$ cat config.mk
export PLATFORM = sky130hd
export DESIGN_NAME = mcpu_ctrl
export DESIGN_NICKNAME = d
export VERILOG_FILES = /design/src/rtl/mcpu_pkg.sv /design/src/rtl/mcpu_alu_dec.sv /design/src/rtl/mcpu_ctrl.sv
export SDC_FILE = /design/constraint.sdc
export NUM_CORES = 1
export LEC_CHECK = 0
export ABC_AREA = 1
export ABC_CLOCK_PERIOD_IN_PS = 4100
export BUFFER_PORTS_ARGS = -buffer_cell sky130_fd_sc_hd__buf_2
export CAP_MARGIN = 20
export CORE_UTILIZATION = 40
export CTS_CLUSTER_DIAMETER = 120
export DETAILED_ROUTE_END_ITERATION = 10
export PLACE_DENSITY = 0.68
export SLEW_MARGIN = 20
export SYNTH_ARGS = -nofsm -noshare
export SYNTH_HDL_FRONTEND = slang
export SYNTH_SLANG_ARGS = --single-unit
$ cat constraint.sdc
create_clock -name clk -period 4.1 [get_ports clk]
set_input_delay 0.82 -clock clk [delete_from_list [all_inputs] [get_ports clk]]
set_output_delay 0.82 -clock clk [all_outputs]
set_load 0.005 [all_outputs]
$ cat src/rtl/mcpu_pkg.sv
// mcpu_pkg: shared encodings for the multi-cycle controller.
// States, opcodes, instruction classes, ALU codes and mux selects.
package mcpu_pkg;

   typedef enum logic [2:0] {
      S_FETCH  = 3'd0,
      S_DECODE = 3'd1,
      S_EXEC   = 3'd2,
      S_MEM    = 3'd3,
      S_WB     = 3'd4,
      S_TRAP   = 3'd7
   } state_t;

   localparam logic [4:0] OP_R     = 5'b01100;
   localparam logic [4:0] OP_I     = 5'b00100;
   localparam logic [4:0] OP_LOAD  = 5'b00000;
   localparam logic [4:0] OP_STORE = 5'b01000;
   localparam logic [4:0] OP_BR    = 5'b11000;
   localparam logic [4:0] OP_JAL   = 5'b11011;
   localparam logic [4:0] OP_JALR  = 5'b11001;
   localparam logic [4:0] OP_LUI   = 5'b01101;
   localparam logic [4:0] OP_AUIPC = 5'b00101;

   typedef enum logic [3:0] {
      C_R, C_I, C_LOAD, C_STORE, C_BR,
      C_JAL, C_JALR, C_LUI, C_AUIPC, C_BAD
   } cls_t;

   localparam logic [3:0] ALU_ADD  = 4'd0;
   localparam logic [3:0] ALU_SUB  = 4'd1;
   localparam logic [3:0] ALU_AND  = 4'd2;
   localparam logic [3:0] ALU_OR   = 4'd3;
   localparam logic [3:0] ALU_XOR  = 4'd4;
   localparam logic [3:0] ALU_SLT  = 4'd5;
   localparam logic [3:0] ALU_SLTU = 4'd6;
   localparam logic [3:0] ALU_SLL  = 4'd7;
   localparam logic [3:0] ALU_SRL  = 4'd8;
   localparam logic [3:0] ALU_SRA  = 4'd9;

   localparam logic [2:0] IMM_I = 3'd0;
   localparam logic [2:0] IMM_S = 3'd1;
   localparam logic [2:0] IMM_B = 3'd2;
   localparam logic [2:0] IMM_J = 3'd3;
   localparam logic [2:0] IMM_U = 3'd4;

   localparam logic [1:0] SRCA_RS1  = 2'd0;
   localparam logic [1:0] SRCA_PC   = 2'd1;
   localparam logic [1:0] SRCA_ZERO = 2'd2;
   localparam logic [1:0] SRCB_RS2  = 2'd0;
   localparam logic [1:0] SRCB_IMM  = 2'd1;
   localparam logic [1:0] SRCB_FOUR = 2'd2;

   localparam logic [1:0] WB_ALU = 2'd0;
   localparam logic [1:0] WB_MEM = 2'd1;
   localparam logic [1:0] WB_PC4 = 2'd2;

   function automatic cls_t op_class(input logic [4:0] op);
      case (op)
         OP_R:     return C_R;
         OP_I:     return C_I;
         OP_LOAD:  return C_LOAD;
         OP_STORE: return C_STORE;
         OP_BR:    return C_BR;
         OP_JAL:   return C_JAL;
         OP_JALR:  return C_JALR;
         OP_LUI:   return C_LUI;
         OP_AUIPC: return C_AUIPC;
         default:  return C_BAD;
      endcase
   endfunction

endpackage

$ cat src/rtl/mcpu_alu_dec.sv
// mcpu_alu_dec: maps instruction class, Fun3 and Fun7 to an ALU code.
// Ports: cls, fun3, fun7 in; alu_ctrl (ALU_W bits) out.
module mcpu_alu_dec
   import mcpu_pkg::*;
#(
   parameter int ALU_W = 4
) (
   input  cls_t             cls,
   input  logic [2:0]       fun3,
   input  logic             fun7,
   output logic [ALU_W-1:0] alu_ctrl
);

   logic [3:0] op;

   always_comb begin
      op = ALU_ADD;
      case (cls)
         C_R, C_I: begin
            unique case (fun3)
               // Fun7 picks SUB only for register-register ops;
               // addi with IR[30] set is still an add.
               3'b000: op = (cls == C_R && fun7) ? ALU_SUB : ALU_ADD;
               3'b001: op = ALU_SLL;
               3'b010: op = ALU_SLT;
               3'b011: op = ALU_SLTU;
               3'b100: op = ALU_XOR;
               3'b101: op = fun7 ? ALU_SRA : ALU_SRL;
               3'b110: op = ALU_OR;
               3'b111: op = ALU_AND;
            endcase
         end
         C_BR:    op = ALU_SUB;
         default: op = ALU_ADD;
      endcase
      alu_ctrl = ALU_W'(op);
   end

endmodule

$ cat src/rtl/mcpu_ctrl.sv
// mcpu_ctrl: multi-cycle RV32I-subset controller FSM with memory
// timeout trap, illegal-opcode trap and cycle/retire counters.
// Ports: IR fields (OPcode, Fun3, Fun7), zero, MIO_ready in;
// datapath enables/selects, state, sticky flags, counters out.
module mcpu_ctrl
   import mcpu_pkg::*;
#(
   parameter int ALU_W    = 4,
   parameter int WAIT_MAX = 16,
   parameter int CNT_W    = 32
) (
   input  logic             clk,
   input  logic             rst,
   input  logic [4:0]       OPcode,
   input  logic [2:0]       Fun3,
   input  logic             Fun7,
   input  logic             zero,
   input  logic             MIO_ready,
   output logic             PCWrite,
   output logic             IRWrite,
   output logic             IorD,
   output logic             MemRW,
   output logic             CPU_MIO,
   output logic             RegWrite,
   output logic [2:0]       ImmSel,
   output logic [1:0]       ALUSrcA,
   output logic [1:0]       ALUSrcB,
   output logic [ALU_W-1:0] ALU_Control,
   output logic [1:0]       MemtoReg,
   output logic             PCSource,
   output logic [2:0]       state,
   output logic             illegal,
   output logic             mem_err,
   output logic [CNT_W-1:0] cycle_cnt,
   output logic [CNT_W-1:0] instret_cnt
);

   localparam int WW = (WAIT_MAX > 1) ? $clog2(WAIT_MAX) : 1;
   localparam logic [WW-1:0] WLIM =
      WW'((WAIT_MAX > 0) ? WAIT_MAX - 1 : 0);
   localparam bit TMO_EN = (WAIT_MAX != 0);

   state_t           st_q, st_d;
   cls_t             cls;
   logic [WW-1:0]    wait_q;
   logic [ALU_W-1:0] alu_exec;
   logic             in_wait, timeout, taken, retire;
   logic             set_ill, set_merr;

   assign cls     = op_class(OPcode);
   assign state   = st_q;
   assign in_wait = (st_q == S_FETCH) || (st_q == S_MEM);
   // wait_q counts earlier stalled cycles, so the limit is hit on
   // the WAIT_MAX-th consecutive not-ready cycle; ready wins.
   assign timeout = TMO_EN && in_wait && !MIO_ready && (wait_q == WLIM);
   assign taken   = ((Fun3 == 3'b000) && zero) ||
                    ((Fun3 == 3'b001) && !zero);
   assign retire  = (st_d == S_FETCH) &&
                    ((st_q == S_EXEC) || (st_q == S_MEM) || (st_q == S_WB));

   mcpu_alu_dec #(.ALU_W(ALU_W)) u_alu_dec (
      .cls      (cls),
      .fun3     (Fun3),
      .fun7     (Fun7),
      .alu_ctrl (alu_exec)
   );

   always_comb begin
      st_d        = st_q;
      PCWrite     = 1'b0;
      IRWrite     = 1'b0;
      IorD        = 1'b0;
      MemRW       = 1'b0;
      CPU_MIO     = 1'b0;
      RegWrite    = 1'b0;
      ImmSel      = IMM_I;
      ALUSrcA     = SRCA_RS1;
      ALUSrcB     = SRCB_RS2;
      ALU_Control = ALU_W'(ALU_ADD);
      MemtoReg    = WB_ALU;
      PCSource    = 1'b0;
      set_ill     = 1'b0;
      set_merr    = 1'b0;
      // Reset forces quiet outputs even though FETCH is the reset state.
      if (!rst) begin
         case (st_q)
            S_FETCH: begin
               CPU_MIO = 1'b1;
               ALUSrcA = SRCA_ZERO;
               ALUSrcB = SRCB_FOUR;
               if (MIO_ready) begin
                  IRWrite = 1'b1;
                  PCWrite = 1'b1;
                  st_d    = S_DECODE;
               end else if (timeout) begin
                  set_merr = 1'b1;
                  st_d     = S_TRAP;
               end
            end
            S_DECODE: begin
               ALUSrcA = SRCA_PC;
               ALUSrcB = SRCB_IMM;
               ImmSel  = IMM_B;
               if (cls == C_BAD) begin
                  set_ill = 1'b1;
                  st_d    = S_TRAP;
               end else begin
                  st_d = S_EXEC;
               end
            end
            S_EXEC: begin
               ALU_Control = alu_exec;
               case (cls)
                  C_R: st_d = S_WB;
                  C_I: begin
                     ALUSrcB = SRCB_IMM;
                     st_d    = S_WB;
                  end
                  C_LOAD: begin
                     ALUSrcB = SRCB_IMM;
                     st_d    = S_MEM;
                  end
                  C_STORE: begin
                     ALUSrcB = SRCB_IMM;
                     ImmSel  = IMM_S;
                     st_d    = S_MEM;
                  end
                  C_BR: begin
                     ImmSel   = IMM_B;
                     PCWrite  = taken;
                     PCSource = taken;
                     st_d     = S_FETCH;
                  end
                  C_JAL: begin
                     ImmSel  = IMM_J;
                     ALUSrcA = SRCA_PC;
                     ALUSrcB = SRCB_IMM;
                     PCWrite = 1'b1;
                     st_d    = S_WB;
                  end
                  C_JALR: begin
                     ALUSrcB = SRCB_IMM;
                     PCWrite = 1'b1;
                     st_d    = S_WB;
                  end
                  C_LUI: begin
                     ImmSel  = IMM_U;
                     ALUSrcA = SRCA_ZERO;
                     ALUSrcB = SRCB_IMM;
                     st_d    = S_WB;
                  end
                  C_AUIPC: begin
                     ImmSel  = IMM_U;
                     ALUSrcA = SRCA_PC;
                     ALUSrcB = SRCB_IMM;
                     st_d    = S_WB;
                  end
                  default: begin
                     set_ill = 1'b1;
                     st_d    = S_TRAP;
                  end
               endcase
            end
            S_MEM: begin
               CPU_MIO = 1'b1;
               IorD    = 1'b1;
               MemRW   = (cls == C_STORE);
               if (MIO_ready) begin
                  st_d = (cls == C_STORE) ? S_FETCH : S_WB;
               end else if (timeout) begin
                  set_merr = 1'b1;
                  st_d     = S_TRAP;
               end
            end
            S_WB: begin
               RegWrite = 1'b1;
               unique case (1'b1)
                  cls == C_LOAD:                   MemtoReg = WB_MEM;
                  cls == C_JAL || cls == C_JALR:   MemtoReg = WB_PC4;
                  default:                         MemtoReg = WB_ALU;
               endcase
               st_d = S_FETCH;
            end
            S_TRAP:  st_d = S_TRAP;
            default: st_d = S_TRAP;
         endcase
      end
   end

   always_ff @(posedge clk or posedge rst) begin
      if (rst) begin
         st_q        <= S_FETCH;
         wait_q      <= '0;
         illegal     <= 1'b0;
         mem_err     <= 1'b0;
         cycle_cnt   <= '0;
         instret_cnt <= '0;
      end else begin
         st_q      <= st_d;
         cycle_cnt <= cycle_cnt + CNT_W'(1);
         if (TMO_EN && in_wait && !MIO_ready)
            wait_q <= wait_q + WW'(1);
         else
            wait_q <= '0;
         if (set_ill)
            illegal <= 1'b1;
         if (set_merr)
            mem_err <= 1'b1;
         if (retire)
            instret_cnt <= instret_cnt + CNT_W'(1);
      end
   end

endmodule

==> metrics.md <==
| Metric | Value |
|---|---|
| # DRC | `0` |
| Worst-Skew Late Latency | `0.36 ns` |
| Met2 wire len | `4950 um` |
| Ranking of synthesized cells by area | `dfrtp_1 (41%), nand2_1 (13%), nand4_1 (6.7%)` |
| Root Driver | `clkbuf_8` |
| I/O Buffers | `roughly 100` |
| Hold wc startpoint | `wait_q[0]$_DFF_PP0_` |
| Post-DP Area | `between 0.005 and 0.006 mm^2` |
| Initial antenna violation count | `0` |
| Final setup vio count | `0` |
| Die Y | `between 100 and 150 um` |
| Worst slew pin tran | `~0.62 ns` |
| Yosys cell types | `39` |
| Total CTS buffers | `9` |
| Ys async rst share | `100%` |
| Clock skew | `0.0123 ns` |
| Syn avg cell area | `around 7.7 um^2` |
| Vias | `around 4200` |
| Crit-path max FO | `6` |
| Critical path class | `reg2out` |
| Placed cell count | `812` |
| Worst setup path startpoint | `state[1]$_DFF_PP0_` |
| Vias per inst | `5.11` |
| Post-synth top area share | `40.6%` |
| Max-slew violation count | `0` |
| Design Power | `1.66 mW` |
| Clock buffer depth | `2` |
| HPWL Detailed | `8080 um` |
| FP Rows | `38` |
| Post-synth EDFFs | `0` |
| Final Cycle Share | `75.1%` |
| Mapped Cells | `581` |
| Chip Width | `108 um` |
| Max VDD drop | `0.000152 V` |
| Routed len/inst | `13.3 um` |
| Total gr overflow | `0` |
| Setup TNS | `0 ns` |
| Wire length on met1 | `5150 um` |
| Worst path required time | `3.28 ns` |
| Top Layer Used | `met4` |
| R2R Path Start | `state[0]$_DFF_PP0_` |
| Sequential fraction of the synthesis area | `about two fifths` |
| Seq cells post-synth | `73` |
| Arr. time, crit path | `2.26 ns` |
| Worst Hold Class | `reg2reg` |
| DRT antenna net count | `0` |
| Yosys top cell by area | `dfrtp_1` |
| Core Util, Final | `between 40% and 50%` |
| ANT cells | `0` |
| Main flop type after synthesis | `dfrtp_1` |
| Cts repair resizes | `0` |
| WL met3 | `735 um` |
| Htree depth | `3` |
| Synthesized area | `0.00450 mm^2` |
| CTS tree | `yes` |
| PD cells | `312 mW/mm^2` |
| Max Cap Viol | `0` |
| First DRT Iteration DRCs | `252` |
| Core Area | `0.0109 mm^2` |
| Syn nets | `597` |
| Global-route wire length before repair | `17800 um` |
| Ys Warns | `0` |
| Routed wire length | `roughly 11000 um` |
| # hold bufs at CTS | `0` |
| I/O pins | `102` |
| Non-Filler Instances | `828` |
| Layout cells sized above 1 | `23.4%` |
| Clock Sinks | `73` |
| Finished layout cell area | `0.00532 mm^2` |
| Largest net degree at the start of global routing | `50` |
| CP endpoint kind | `output port` |
| Gpl congestion | `between 0.8 and 0.9` |
| Area growth, synth to finish | `18.3%` |
| Layout net count | `between 600 and 700` |
| Vias in the first global route | `3806` |
| Total track usage | `19.2%` |
| First-pass DRT Iterations | `5` |
| Rel. slew slack | `58.6%` |
| RSZ-0062 raised after global routing | `no` |
| Run status | `finished clean` |
| Setup bufs post-CTS | `0` |
| Die area | `0.0117 mm^2` |
| Hold Fails Final Rpt | `0` |
| Max Freq | `325 MHz` |
| Leak | `approximately 2.8 nW` |
| Effective utilization at floorplan | `41.3%` |
| Clock transition at the registers of the reported paths | `approximately 0.08 ns` |
| Post-layout min period | `about 3.1 ns` |
| CP Launch Type | `flip-flop` |
## critical path, cell delays in order (launching register included)
cell and delay, ns:
dfrtp_1 0.42, inv_1 0.09, nor2_1 0.14, inv_1 0.07, nor2_1 0.12, inv_1 0.10, nor2_1 0.25, inv_1 0.16
nor2_1 0.14, nand2_1 0.07, nor2_1 0.12, a211o_1 0.11, buf_2 0.10
## placed cells by master (no fill, tap or decap), types with 2 or more instances in the layout
master,count
a21oi_1,12
buf_2,101
buf_4,4
clkbuf_8,10
clkinv_4,2
clkinvlp_4,2
dfrtp_1,73
ha_1,3
inv_1,49
inv_2,6
nand2_1,161
nand2_2,3
nand2_4,2
nand3_1,36
nand3_2,5
nand3b_1,2
nand4_1,48
nor2_1,55
nor2_2,13
nor2_4,2
nor3_1,11
nor3_2,3
nor4_1,10
o21ai_0,6
xnor2_1,25
xor2_1,28
## cells in the mapped netlist, drive strengths merged (2+ instances only)
| library cell | count |
|---|---|
| nor3 | 14 |
| inv | 55 |
| a21oi | 13 |
| ha | 3 |
| nor4 | 10 |
| nor2 | 70 |
| nand3b | 3 |
| o21bai | 2 |
| nand3 | 42 |
| dfrtp | 73 |
| a22oi | 2 |
| nand2 | 166 |
| o21ai | 6 |
| xnor2 | 25 |
| buf | 12 |
| clkbuf | 2 |
| xor2 | 28 |
| nand4 | 48 |
## layout make-up
cell class	count	area [um^2]
clock buffers	10	138
well taps	140	175
flip-flops and latches	73	1830
clock inverters	6	67.6
inverters	56	210
multi-input cells	438	2370
repair buffers	105	536
fillers	1094	5570
## where the power goes
part | internal, mW | leakage [nW] | switching (mW) | total (mW)
logic | 0.0856 | 1.67 | 0.227 | 0.313
registers | 0.739 | 0.989 | 0.0247 | 0.764
clock network | 0.298 | 0.0985 | 0.287 | 0.585
## per-stage QoR
stage / setup WS, ns / hold slack, ns
after floorplan: 0.289 / 0.429
after global placement: 1.14 / 0.445
after detailed placement: 1.06 / 0.451
after CTS: 1.03 / 0.463
after global routing: 0.845 / 0.491
final: 1.02 / 0.464
## state kept, by name, summed over array words and instances, names as in the netlist
name / flops
cycle_cnt: 32
mem_err: 1
wait_q: 4
state: 3
instret_cnt: 32
illegal: 1
## metal layers
| layer | up-vias | global-route usage [%] |
|---|---|---|
| met4 | 0 | 6.85 |
| met1 | 1985 | 25.7 |
| li1 | 2107 | - |
| met3 | 12 | 5.42 |
| met2 | 130 | 29.4 |
| met5 | - | 0 |
## cells by family (layout without fill, tap and decap cells)
| logic type | count (synthesis) | in the layout | share of synthesized area (%) |
|---|---|---|---|
| and+or+nand+nor | 354 | 354 | 37.6 |
| adders and majority gates | 3 | 3 | 0.834 |
| xor gates and xnor gates | 53 | 53 | 10.3 |
| AOI/OAI and AO/OA | 28 | 28 | 3.92 |
| DFF | 73 | 73 | 40.6 |
| buffers and inverters | 70 | 177 | 6.76 |
## final timing paths
kind | endpoint | slack (ns) | cells past startpoint
min in group asynchronous | cycle_cnt[7]$_DFF_PP0_ | 0.63 | 2
min reg2reg | wait_q[0]$_DFF_PP0_ | 0.46 | 1
max reg2reg | instret_cnt[17]$_DFFE_PP0P_ | 1.62 | 13
max in group asynchronous | instret_cnt[17]$_DFFE_PP0P_ | 2.41 | 3
min | wait_q[0]$_DFF_PP0_ | 0.46 | 1
max | PCWrite | 1.02 | 12
Power figures use the tool's default switching activity.
